<file path="src/rtl/dram_pkg.sv">
// dram_pkg: shared types for the DRAM arbiter slice.
// State encoding, 68030 SIZ codes and default address width.
package dram_pkg;

  localparam int DRAM_ADDR_W = 28;

  typedef enum logic [1:0] {
    ARB_IDLE,
    ARB_LATCH,
    ARB_STROBE,
    ARB_RELEASE
  } arb_state_e;

  typedef enum logic [1:0] {
    SIZ_LONG  = 2'b00,
    SIZ_BYTE  = 2'b01,
    SIZ_WORD  = 2'b10,
    SIZ_3BYTE = 2'b11
  } siz_e;

endpackage

</file>
<file path="src/rtl/dram_arb_starve.sv">
// dram_arb_starve: saturating DMA wait counter.
// Raises override once the DMA has waited MAX_WAIT edges.
module dram_arb_starve #(
  parameter int MAX_WAIT = 8,
  parameter int WAIT_W   = 4
) (
  input  logic CLK,
  input  logic RST,
  input  logic dma_wait,
  input  logic dma_grant,
  output logic override
);

  localparam logic [WAIT_W-1:0] CNT_MAX = WAIT_W'(MAX_WAIT);

  logic [WAIT_W-1:0] cnt_q;

  always_ff @(posedge CLK or posedge RST) begin
    if (RST) begin
      cnt_q <= '0;
    end else if (dma_grant) begin
      cnt_q <= '0;
    end else if (dma_wait && (cnt_q != CNT_MAX)) begin
      cnt_q <= cnt_q + 1'b1;
    end
  end

  assign override = (cnt_q == CNT_MAX);

endmodule

</file>
<file path="src/rtl/dram_arbiter.sv">
// dram_arbiter: shares the DRAM controller between CPU and DMA.
// Optional DMA starvation override: define DRAM_ARB_STARVE_EN.
module dram_arbiter
  import dram_pkg::*;
#(
  parameter int ADDR_W   = DRAM_ADDR_W,
  parameter int MAX_WAIT = 8,
  parameter int WAIT_W   = 4
) (
  input  logic              CLK,
  input  logic              RST,
  input  logic              cpu_req,
  input  logic              cpu_rnw,
  input  logic [1:0]        cpu_siz,
  input  logic [ADDR_W-1:0] cpu_addr,
  output logic              cpu_ack,
  input  logic              dma_req,
  input  logic              dma_rnw,
  input  logic [1:0]        dma_siz,
  input  logic [ADDR_W-1:0] dma_addr,
  output logic              dma_ack,
  output logic              mem_nAS,
  output logic              mem_nRAMSEL,
  output logic              mem_rnw,
  output logic [1:0]        mem_siz,
  output logic [ADDR_W-1:0] mem_addr,
  input  logic              mem_dsack,
  output logic              grant_dma,
  output logic              busy
);

  if (MAX_WAIT < 1 || MAX_WAIT >= (1 << WAIT_W)) begin : g_cfg_err
    $error("dram_arbiter: WAIT_W too narrow for MAX_WAIT");
  end

  arb_state_e state_q, state_d;
  logic grant_now;
  logic pick_dma;
  logic dma_ovr;
  logic strobe_on;
  logic strobe_off;
  logic ack_fire;

  assign busy = (state_q != ARB_IDLE);

`ifdef DRAM_ARB_STARVE_EN
  logic dma_wait;
  logic dma_grant;

  assign dma_wait  = dma_req && !(busy && grant_dma);
  assign dma_grant = grant_now && pick_dma;

  dram_arb_starve #(
    .MAX_WAIT (MAX_WAIT),
    .WAIT_W   (WAIT_W)
  ) u_starve (
    .CLK       (CLK),
    .RST       (RST),
    .dma_wait  (dma_wait),
    .dma_grant (dma_grant),
    .override  (dma_ovr)
  );
`else
  assign dma_ovr = 1'b0;
`endif

  // CPU wins ties unless the starvation override is up
  assign pick_dma = dma_req && (!cpu_req || dma_ovr);

  always_ff @(posedge CLK or posedge RST) begin
    if (RST) begin
      state_q <= ARB_IDLE;
    end else begin
      state_q <= state_d;
    end
  end

  always_comb begin
    state_d    = state_q;
    grant_now  = 1'b0;
    strobe_on  = 1'b0;
    strobe_off = 1'b0;
    ack_fire   = 1'b0;
    unique case (state_q)
      ARB_IDLE: begin
        if (cpu_req || dma_req) begin
          grant_now = 1'b1;
          state_d   = ARB_LATCH;
        end
      end
      ARB_LATCH: begin
        strobe_on = 1'b1;
        state_d   = ARB_STROBE;
      end
      ARB_STROBE: begin
        if (mem_dsack) begin
          strobe_off = 1'b1;
          ack_fire   = 1'b1;
          state_d    = ARB_RELEASE;
        end
      end
      ARB_RELEASE: begin
        if (!mem_dsack) begin
          state_d = ARB_IDLE;
        end
      end
      default: state_d = ARB_IDLE;
    endcase
  end

  always_ff @(posedge CLK or posedge RST) begin
    if (RST) begin
      mem_nAS     <= 1'b1;
      mem_nRAMSEL <= 1'b1;
      mem_rnw     <= 1'b1;
      mem_siz     <= SIZ_LONG;
      mem_addr    <= '0;
      grant_dma   <= 1'b0;
      cpu_ack     <= 1'b0;
      dma_ack     <= 1'b0;
    end else begin
      cpu_ack <= ack_fire && !grant_dma;
      dma_ack <= ack_fire && grant_dma;
      if (grant_now) begin
        grant_dma <= pick_dma;
        mem_rnw   <= pick_dma ? dma_rnw : cpu_rnw;
        mem_siz   <= pick_dma ? dma_siz : cpu_siz;
        mem_addr  <= pick_dma ? dma_addr : cpu_addr;
      end
      if (strobe_on) begin
        mem_nAS     <= 1'b0;
        mem_nRAMSEL <= 1'b0;
      end else if (strobe_off) begin
        mem_nAS     <= 1'b1;
        mem_nRAMSEL <= 1'b1;
      end
    end
  end

endmodule

</file>
<file path="config.mk">
export PLATFORM = sky130hd
export DESIGN_NAME = dram_arbiter
export DESIGN_NICKNAME = d
export VERILOG_FILES = /design/src/rtl/dram_pkg.sv /design/src/rtl/dram_arb_starve.sv /design/src/rtl/dram_arbiter.sv
export SDC_FILE = /design/constraint.sdc
export NUM_CORES = 1
export LEC_CHECK = 0
export ABC_AREA = 1
export CELL_PAD_IN_SITES_DETAIL_PLACEMENT = 1
export CELL_PAD_IN_SITES_GLOBAL_PLACEMENT = 1
export CORE_MARGIN = 4
export CORE_UTILIZATION = 29
export DETAILED_ROUTE_END_ITERATION = 7
export PLACE_DENSITY = 0.95
export SYNTH_ARGS = -nofsm -noshare
export SYNTH_HDL_FRONTEND = slang
export SYNTH_SLANG_ARGS = --single-unit
</file>
<file path="constraint.sdc">
create_clock -name CLK -period 3.8 [get_ports CLK]
set_clock_uncertainty 0.2 [all_clocks]
set_input_delay 0.38 -clock CLK [delete_from_list [all_inputs] [get_ports CLK]]
set_output_delay 0.38 -clock CLK [all_outputs]
set_load 0.01 [all_outputs]
</file>
; Word-level counts from Yosys, hierarchy flattened
; Cells that the tools add are included.
[word_totals]
ff_bits = 37
latch_bits = 0
ramBits = 0
romBits = 0
in_bits = 67
out_inout_bits = 37
n_memories = 0
[op_classes]
n_addsub = 0
mul = 0
n_div = 0
order_cmp = 0
n_eq_ne = 6
n_shift = 0
mux = 14
bitwise_logic = 0
n_reduce_logical = 10
[ops]
columns = operator, count
row1 = 2-to-1 mux 28 bit, 1
row2 = 2-to-1 mux 1 bit, 8
row3 = 2-to-1 mux 2 bit, 4
row4 = case mux 2 bit (4 select lines), 1
row5 = != test 2 bit (second input constant), 3
row6 = == test 2 bit (second input constant), 2
row7 = nonzero test 2 bit, 2
row8 = logical AND 1 bit, 3
row9 = AND reduction 3 bit, 1
row10 = == test 2 x 1 -> 1 bit (second input constant), 1
row11 = zero test 1 bit, 2
row12 = zero test 2 bit, 1
row13 = logical OR 1 bit, 1

; Longest topological paths before layout
[depth]
depth_word = 4
mapped_depth = 8
ltp_nobuf = 8

; Worst setup path after synthesis
; OpenSTA, ideal clock, no wires.
[synth_timing]
path_type = reg-to-reg
startpoint = register state_q[0]
endpoint = register mem_addr[0]
arrival_time_ns = 1.084
required_time_ns = 3.484
path_slack_ns = 2.399
path_stages_with_launch = 8
period_less_slack_ns = 1.401
cell_sequence = dfrtp_1 > inv_1 > ha_1 > o21ai_4 > inv_2 > buf_6 > nand2_1 > nand2_1
[synth_via]
elab_chain_cells = 2
[synth_rtl]
columns = item, line
row1 = from (decl), dram_arbiter.sv:36  ; arb_state_e state_q, state_d;
row2 = from (signal assigned), dram_arbiter.sv:74  ; state_q <= state_d;
row3 = zero test 2 bit, dram_arbiter.sv:84  ; unique case (state_q)
row4 = 2-to-1 mux 1 bit, dram_arbiter.sv:84
row5 = to (signal assigned), dram_arbiter.sv:128  ; mem_addr <= pick_dma ? dma_addr : cpu_addr;
row6 = to (decl), dram_arbiter.sv:26  ; output logic [ADDR_W-1:0] mem_addr,
; Every way passes these cells.
; A chain may end at the register's enable or synchronous reset.

; Final worst setup path
[layout_timing]
startpoint = input port dma_req
endpoint = register mem_addr[12]
[layout_via]
elab_chain_cells = 3
[layout_rtl]
columns = item, line
row1 = from (decl), dram_arbiter.sv:17  ; input logic dma_req,
row2 = logical OR 1 bit, dram_arbiter.sv:86  ; if (cpu_req || dma_req) begin
row3 = 2-to-1 mux 1 bit, dram_arbiter.sv:86
row4 = 2-to-1 mux 1 bit, dram_arbiter.sv:84
; Parallel ways exist; a longest one is shown, timed or not.

==> impl_summary.log <==
[metrics] residual DRC count: 0
[metrics] Final ANT Viol Nets: 0
[metrics] hold slack: 0.278 ns
[metrics] hold-fix buffers at CTS: 0
[metrics] startpoint type of the worst setup path: primary input
[metrics] half-perimeter wire length of the detailed placement result: 5090 µm
[metrics] Max Clock Freq: 401 MHz
[metrics] total negative slack: 0 ns
[metrics] clock latency at the later pin of the worst-skew pair: 0.28 ns
[metrics] Iter 0 DRT Violations: 35
[metrics] final antenna diode count: 0
[metrics] minimum period implied by the final worst setup slack: 2.49 ns
[metrics] number of antenna violations at the first check in global routing: 0
[metrics] DIE WIDTH: 90.8 µm
[metrics] mean instance size in the synthesized netlist: 7.18 µm²
[metrics] overall power after layout: 1.99 mW
[metrics] via count of the first global-routing pass: 2,307
[metrics] share of layout cells above drive strength 1: 4.81%
[metrics] Area growth syn-to-layout: 56.9%
[metrics] number of buffers inserted to repair setup after CTS: 0
[metrics] number of sinks driven by the clock tree: 37
[metrics] power per cell area: 637 mW/mm²
[metrics] count of endpoints failing setup in the final report: 0
[metrics] Pins Over Slew Limit: 0
[metrics] total track usage: 16.9%
[metrics] gpl congestion: 0.744
[metrics] run status: completed
[metrics] post-route clock period utilization: 65.6%
[metrics] number of hold violations in the final report: 0
[metrics] count of unique library cells instantiated by Yosys: 16
[metrics] pin count of the biggest net entering global routing: 33
[metrics] Clock Tree Root: sky130_fd_sc_hd__clkbuf_8
[metrics] via-per-instance ratio: 4.70
[metrics] kind of path behind the tightest hold check: register to register
[metrics] kind of end point of the critical path: register
[metrics] CTS Buf Count: 5
[metrics] Post-Syn Instances: 277
[metrics] Synth Warn #: 0
[metrics] total congestion overflow: 0
[metrics] number of H-tree branching levels: 2
[metrics] number of buffer cells added on primary ports: 103
[metrics] clock slew seen by the registers of the worst setup and hold paths: 0.07 ns
[metrics] number of synthesized register bits: 37
[metrics] proportion of synthesized chip area in sequential cells: 46.7%
[metrics] first-pass detailed-route iteration total: 4
[metrics] vias: 2,120
[metrics] first-pass GRT wire length: 11,300 µm
[metrics] total wirelength of the detailed-routed design: 6610 µm
[metrics] floorplan row count: 29
[metrics] type of the worst setup path: primary input to register
[metrics] fill count: 814
[metrics] nets in the synthesized netlist: 349
[metrics] required time at the endpoint of the critical path: 3.77 ns
[metrics] maximum capacitance violations: 0
[metrics] total leakage power: 1.59 nW
[metrics] total die area: 0.00825 mm²
[metrics] arrival time of the worst setup path: 2.46 ns
[metrics] io pins: 104
[metrics] Relative slew margins: 39.5%
[metrics] Layout Nets: 445
[metrics] Netlist Area Pre-Place: 0.00199 mm²
[metrics] TritonCTS clock tree: built
[metrics] Max Buffers Root-to-Sink: 2
[metrics] number of cells upsized or downsized after cts: 0
[metrics] area of the core region: 0.00649 mm²
[metrics] maximum net fanout on the critical path: 31
[metrics] Least-Margin Pin Slew: 0.907 ns
[metrics] die boundary height: 90.8 µm
[metrics] mean routed wirelength per cell: 14.7 µm
[metrics] worst-case vdd ir drop: 0.000247 V
[metrics] Starting Density: 30.6%
[metrics] RSZ-0062 raised after global routing: no
cells by family (layout without fill, tap and decap cells):
logic type | count (synthesis) | count (layout) | share of synthesized area (%)
fa+ha+maj | 5 | 5 | 3.14
compound gates | 3 | 3 | 1.32
buf+inv | 28 | 125 | 8.05
flops | 37 | 37 | 46.7
simple gates | 204 | 204 | 40.8
layer usage:
layer,track usage (%),share of wire (%)
met5,0,0
met4,4.77,1.2
met3,4.58,6.5
met2,29.0,49
met1,20.7,43
state kept, by name, summed over array words and instances (netlist names):
name / count
dma_ack: 1
cpu_ack: 1
state_q: 2
mem_rnw: 1
mem_nRAMSEL: 1
grant_dma: 1
mem_siz: 2
mem_addr: 28
placed cells by master (no fill, tap or decap):
cell                                n
sky130_fd_sc_hd__nand2_2            1
sky130_fd_sc_hd__nand3_1           33
sky130_fd_sc_hd__o21ai_0            1
sky130_fd_sc_hd__ha_1               5
sky130_fd_sc_hd__dfstp_2            2
sky130_fd_sc_hd__o21ai_4            1
sky130_fd_sc_hd__nand2_1          166
sky130_fd_sc_hd__nor2_1             3
sky130_fd_sc_hd__clkdlybuf4s50_1  103
sky130_fd_sc_hd__inv_2              2
sky130_fd_sc_hd__clkbuf_8           7
sky130_fd_sc_hd__dfrtp_1           35
sky130_fd_sc_hd__clkinv_2           1
sky130_fd_sc_hd__or2_2              1
sky130_fd_sc_hd__inv_1              9
sky130_fd_sc_hd__a21oi_1            1
sky130_fd_sc_hd__buf_4              3
path summary, 6_finish.rpt:
kind,cells after the start,to,from,slack (ns)
worst max register to register,6,mem_addr[12]$_DFFE_PP0P_,state_q[1]$_DFFE_PP0P_,1.85
worst max-delay path,5,mem_addr[12]$_DFFE_PP0P_,dma_req,1.31
min in group asynchronous,2,mem_addr[13]$_DFFE_PP0P_,RST,0.40
worst min register to register,2,mem_nRAMSEL$_DFFE_PP1P_,mem_nRAMSEL$_DFFE_PP1P_,0.28
worst min-delay path,2,mem_nRAMSEL$_DFFE_PP1P_,mem_nRAMSEL$_DFFE_PP1P_,0.28
max in group asynchronous,3,mem_nRAMSEL$_DFFE_PP1P_,RST,2.20
power by group:
group	total (mW)	switching (mW)	internal [mW]
Clock	0.299	0.135	0.164
Sequential	0.697	0.115	0.582
Combinational	0.993	0.489	0.504
worst max-delay path, stage by stage:
cell	delay, ns
sky130_fd_sc_hd__clkdlybuf4s50_1	0.86
sky130_fd_sc_hd__o21ai_4	0.60
sky130_fd_sc_hd__inv_2	0.35
sky130_fd_sc_hd__nand2_1	0.18
sky130_fd_sc_hd__nand2_1	0.07
Yosys cell counts:
cell type	count	share of area (%)
sky130_fd_sc_hd__inv_2	2	0.38
sky130_fd_sc_hd__o21ai_0	1	0.25
sky130_fd_sc_hd__nor2_1	3	0.57
sky130_fd_sc_hd__a21oi_1	1	0.25
sky130_fd_sc_hd__dfrtp_1	35	44
sky130_fd_sc_hd__inv_1	9	1.7
sky130_fd_sc_hd__buf_6	3	1.7
sky130_fd_sc_hd__nand3_1	33	8.3
sky130_fd_sc_hd__ha_1	5	3.1
sky130_fd_sc_hd__dfstp_2	2	2.6
sky130_fd_sc_hd__nand2_2	1	0.31
sky130_fd_sc_hd__or2_2	1	0.31
sky130_fd_sc_hd__o21ai_4	1	0.82
sky130_fd_sc_hd__buf_2	8	2.0
sky130_fd_sc_hd__nand2_1	166	31
sky130_fd_sc_hd__buf_4	6	2.3
per-stage QoR:
| stage | instance area [µm²] | util (%) | std cells | setup WS (ns) |
|---|---|---|---|---|
| CTS | 3120 | 48.1 | 451 | 1.30 |
| detailed placement | 3020 | 46.5 | 443 | 0.986 |
| floorplan | 1990 | - | 277 | 2.39 |
| global route | 3120 | 48.1 | 451 | 1.10 |
| global placement | 3020 | 46.5 | 443 | 1.10 |
| finish | 3120 | 48.1 | 451 | 1.31 |
area by class of cell:
type / count / area [µm²] / area share (%)
sequential: 37 / 928 / 29.7
multi-input combinational: 212 / 901 / 28.9
timing repair buffer: 106 / 1050 / 33.7
inverter: 11 / 41.3 / 1.32
clock inverter: 1 / 5.00 / 0.160
clock buffer: 7 / 96.3 / 3.09
tap: 77 / 96.3 / 3.09
Note: power is estimated with default switching activity, not from simulation.
